`src/rtl/memory_controller.sv`:
```
// Single-outstanding request controller: bridges a valid/ready request/response
// channel to a synchronous memory whose read data arrives one cycle after the strobe.
module memory_controller #(
  parameter int unsigned DATA_SIZE  = 8,
  parameter int unsigned ADDR_SIZE  = 4096,
  parameter int unsigned ADDR_WIDTH = 12
) (
  input  logic                  clock,
  input  logic                  reset,
  input  logic                  reqValid,
  output logic                  reqReady,
  input  logic                  reqWrite,
  input  logic [ADDR_WIDTH-1:0] reqAddr,
  input  logic [DATA_SIZE-1:0]  reqWriteData,
  output logic [ADDR_WIDTH-1:0] memAddr,
  output logic [DATA_SIZE-1:0]  memWriteData,
  output logic                  memReadEnable,
  output logic                  memWriteEnable,
  input  logic [DATA_SIZE-1:0]  memReadData,
  output logic                  rspValid,
  input  logic                  rspReady,
  output logic [DATA_SIZE-1:0]  rspData,
  output logic                  rspError,
  output logic                  busy
);

  typedef enum logic [2:0] {
    IDLE,
    WRITE,
    READ,
    CAPTURE,
    RESP
  } state_e;

  state_e                  state_q, state_d;
  logic [ADDR_WIDTH-1:0]   addr_q, addr_d;
  logic [DATA_SIZE-1:0]    wdata_q, wdata_d;
  logic [DATA_SIZE-1:0]    rdata_q, rdata_d;
  logic                    err_q, err_d;
  logic                    addr_oor;
  logic                    accept;

  assign addr_oor = (32'(reqAddr) >= ADDR_SIZE);
  // Gated by reset so the channel reads not-ready while reset is held low.
  assign reqReady = (state_q == IDLE) && reset;
  assign accept   = reqValid && reqReady;

  always_comb begin
    state_d = state_q;
    addr_d  = addr_q;
    wdata_d = wdata_q;
    rdata_d = rdata_q;
    err_d   = err_q;
    unique case (state_q)
      IDLE: begin
        if (accept) begin
          addr_d  = reqAddr;
          wdata_d = reqWriteData;
          rdata_d = '0;
          err_d   = addr_oor;
          if (addr_oor)      state_d = RESP;
          else if (reqWrite) state_d = WRITE;
          else               state_d = READ;
        end
      end
      WRITE:   state_d = RESP;
      READ:    state_d = CAPTURE;
      CAPTURE: begin
        rdata_d = memReadData;
        state_d = RESP;
      end
      RESP: begin
        if (rspReady) state_d = IDLE;
      end
      default: state_d = IDLE;
    endcase
  end

  always_ff @(posedge clock or negedge reset) begin
    if (!reset) begin
      state_q <= IDLE;
      addr_q  <= '0;
      wdata_q <= '0;
      rdata_q <= '0;
      err_q   <= 1'b0;
    end else begin
      state_q <= state_d;
      addr_q  <= addr_d;
      wdata_q <= wdata_d;
      rdata_q <= rdata_d;
      err_q   <= err_d;
    end
  end

  assign memAddr        = addr_q;
  assign memWriteData   = wdata_q;
  assign memWriteEnable = (state_q == WRITE);
  assign memReadEnable  = (state_q == READ);
  assign rspValid       = (state_q == RESP);
  assign rspData        = rdata_q;
  assign rspError       = err_q;
  assign busy           = (state_q != IDLE);

endmodule

```
`config.mk`:
```
export PLATFORM = sky130hd
export DESIGN_NAME = memory_controller
export DESIGN_NICKNAME = d
export VERILOG_FILES = /design/src/rtl/memory_controller.sv
export SDC_FILE = /design/constraint.sdc
export NUM_CORES = 1
export LEC_CHECK = 0
export CAP_MARGIN = 40
export CORE_UTILIZATION = 42
export CTS_CLUSTER_DIAMETER = 50
export DETAILED_ROUTE_END_ITERATION = 6
export GPL_TIMING_DRIVEN = 0
export HOLD_SLACK_MARGIN = 0.02
export PLACE_DENSITY = 0.89
export SLEW_MARGIN = 40
export SYNTH_ARGS = -nofsm -noshare
export SYNTH_HDL_FRONTEND = slang
export SYNTH_SLANG_ARGS = --single-unit
```
`constraint.sdc`:
```
create_clock -name clock -period 4.6 [get_ports clock]
set_clock_uncertainty 0.05 [all_clocks]
set_input_delay 0.69 -clock clock [delete_from_list [all_inputs] [get_ports clock]]
set_output_delay 0.69 -clock clock [all_outputs]
set_load 0.05 [all_outputs]
```
==> flow_summary.json <==
{
  "worstPathRequired_ns": 3.86,
  "intPower_uw": 817,
  "cts_setup_buffers": 0,
  "synthCells": 96,
  "antennaDiodeCount": 0,
  "cts_hold_buf": 0,
  "pwr-share-clk_pct": 9.4,
  "rr_endpoint": "memAddr[2]",
  "syn_area_um2": 1340,
  "slew_headroom_pct": 54.2,
  "numCtsBuffers": 5,
  "dr.pass1.iters": 4,
  "clockRootBuffer": "clkbuf_4",
  "grt_start_max_net_pins": 34,
  "start_kind": "input port",
  "worst-path-buf-inv": 2,
  "dp_hpwl_um": 2110,
  "path_cells": "buf_2 -> and2_1 -> clkdlybuf4s50_1",
  "fmax_mhz": 334,
  "wl_per_cell_um": 13.2,
  "worstPathMaxFanout": 33,
  "io_pins": 67,
  "portBuffers": 65,
  "final_util_pct": 68.6,
  "drt_wl_total_um": 2820,
  "swShare_pct": 46.3,
  "p_leak_uw": 0.000933,
  "cts_tree": "built",
  "initial_core_util_pct": 43.9,
  "crit_family": "buffers and inverters",
  "nets": 201,
  "drcViolationCount": 0,
  "hp-class": "in -> async",
  "rsz0062_at_grt": "false",
  "setup_viol": 0,
  "grt_overflow": 0,
  "tns_ns": 0,
  "clk_latency_ns": 0.31,
  "grt_pass1_vias": 926,
  "ys_warn_count": 0,
  "final_antenna_net_count": 0,
  "core_um2": 3050,
  "fp-row-count": 20,
  "avgViaCountPerCell": 4.66,
  "htreeDepth": 2,
  "fin_crit_ns": 2.99,
  "r2r_start": "state_q[0]",
  "worst_pin_slew_ns": 0.688,
  "grt_pass1_wl_um": 4440,
  "grt_usage_pct": 17.7,
  "status": "completed",
  "hold_viol_final": 0,
  "synth_nets": 129,
  "power_density_nw_per_um2": 726,
  "cpMaxStageDelayCell": "clkdlybuf4s50_1",
  "critPathArrivalTime_ns": 2.25,
  "rrSetupSlack_ns": 3.04,
  "clockBufferDepth": 2,
  "die-height_um": 58.5,
  "die-area_um2": 3420,
  "maxCapViolCount": 0,
  "yosysUniqueCellTypes": 20,
  "area_growth_pct": 56.2,
  "drtIter0Drc": 52,
  "max_stage_delay_ns": 0.80,
  "drive_gt1_share_pct": 21.3,
  "antenna_found_initial": 0,
  "die_x_um": 58.5,
  "cts_resized": 0,
  "combPwrFrac_pct": 61.0,
  "synth_area_per_cell_um2": 14.0,
  "gp_congestion": 0.722,
  "yosysSeqAreaShare_pct": 57.8,
  "seqPwrFrac_pct": 29.6,
  "r2r_cells": 4,
  "ys_ff_latch": 31,
  "clkSinkCount": 31,
  "max-vdd-ir-drop_uv": 267,
  "critPathCaptureType": "primary output",
  "p_sw_uw": 705,
  "path_clk_slew_ns": 0.09,
  "vias": 992,
  "slew_viol_final": 0,
  "fin_crit_sh_pct": 65.0,
  "worstSetupPathType": "in -> out"
}
==> flip-flops by register name, summed over array words and instances (netlist names) <==
| signal | count |
|---|---|
| memAddr | 12 |
| memWriteData | 8 |
| rspData | 8 |
| state_q | 3 |
==> cell families (layout without fill, tap and decap cells) <==
family | Yosys count | count (layout) | synth area share (%)
buffers and inverters | 7 | 80 | 4.76
multiplexers | 20 | 20 | 22.4
other | 1 | 1 | 0.280
AO/OA/AOI/OAI | 10 | 10 | 4.10
flip-flops | 31 | 31 | 57.8
AND/OR/NAND/NOR | 27 | 27 | 10.6
==> power groups by stage <==
stage	clock network, uW	registers (uW)	logic [uW]
floorplan	0	801	280
global placement	0	443	922
detailed placement	0	455	929
CTS	150	451	934
global route	165	463	963
finish	143	450	928
==> per-stage QoR <==
| stage | cell area [um^2] | hold slack [ns] | total power [uW] | setup WS [ns] | cells |
|---|---|---|---|---|---|
| 5_1_grt | 2090 | 0.391 | 1590 | 1.46 | 213 |
| 2_1_floorplan | 1340 | 0.344 | 1080 | 2.15 | 96 |
| 6_report | 2090 | 0.352 | 1520 | 1.61 | 213 |
| 3_3_place_gp | 2050 | 0.440 | 1360 | 0.697 | 205 |
| 4_1_cts | 2090 | 0.369 | 1540 | 1.56 | 213 |
| 3_5_place_dp | 2040 | 0.443 | 1380 | 1.56 | 205 |
==> worst reg2reg max path, stage by stage (launching register included) <==
cell and delay (ns):
dfrtp_1 0.45, nor3_2 0.24, and3_4 0.25, buf_12 0.15, mux2_4 0.31
==> placed cells by master (no fill, tap or decap) <==
cell type         n
clkdlybuf4s50_1  64
dfrtp_1          31
mux2_4           20
nand2_1          17
o21ai_0           8
clkbuf_4          5
clkinv_2          3
nor3b_1           2
inv_1             2
buf_2             2
a21o_1            2
buf_12            2
nor3_2            1
nand2b_1          1
nor2_1            1
and2_1            1
and3_4            1
nand3b_1          1
and3b_1           1
buf_1             1
or4b_2            1
buf_4             1
conb_1            1
==> routing by layer <==
| metal | share of wire (%) | vias to the layer above | track usage (%) |
|---|---|---|---|
| met5 | 0 | - | 0 |
| met2 | 46 | 46 | 25.9 |
| met1 | 44 | 472 | 24.1 |
| li1 | - | 469 | - |
| met3 | 8.6 | 5 | 5.93 |
| met4 | 1.2 | 0 | 7.14 |
==> cells in the mapped netlist <==
cell,n,area [um^2]
dfrtp_1,31,776
nand2_1,17,63.8
a21o_1,2,15.0
buf_12,2,40.0
buf_1,1,3.75
buf_4,1,7.51
mux2_4,20,300
inv_1,2,7.51
nor3b_1,2,15.0
nor2_1,1,3.75
conb_1,1,3.75
nor3_2,1,10.0
or4b_2,1,10.0
o21ai_0,8,40.0
and2_1,1,6.26
nand2b_1,1,6.26
nand3b_1,1,7.51
and3_4,1,11.3
buf_2,1,5.00
and3b_1,1,8.76
==> worst max path at each step <==
stage                          to  startpoint  cells past startpoint
floorplan           memReadEnable  state_q[0]                      1
global placement         reqReady       reset                      3
detailed placement       reqReady       reset                      3
CTS                      reqReady       reset                      3
global route             reqReady       reset                      3
finish                   reqReady       reset                      3
==> area by class of cell <==
cell class | count | area (um^2)
fillers | 228 | 958
flip-flops and latches | 31 | 776
repair buffers | 65 | 646
multi-input cells | 58 | 502
plain buffers | 5 | 56.3
well taps | 44 | 55.1
clock buffers | 5 | 37.5
clock inverters | 3 | 15.0
inverters | 2 | 7.51
Note: power is estimated with default switching activity, not from simulation.
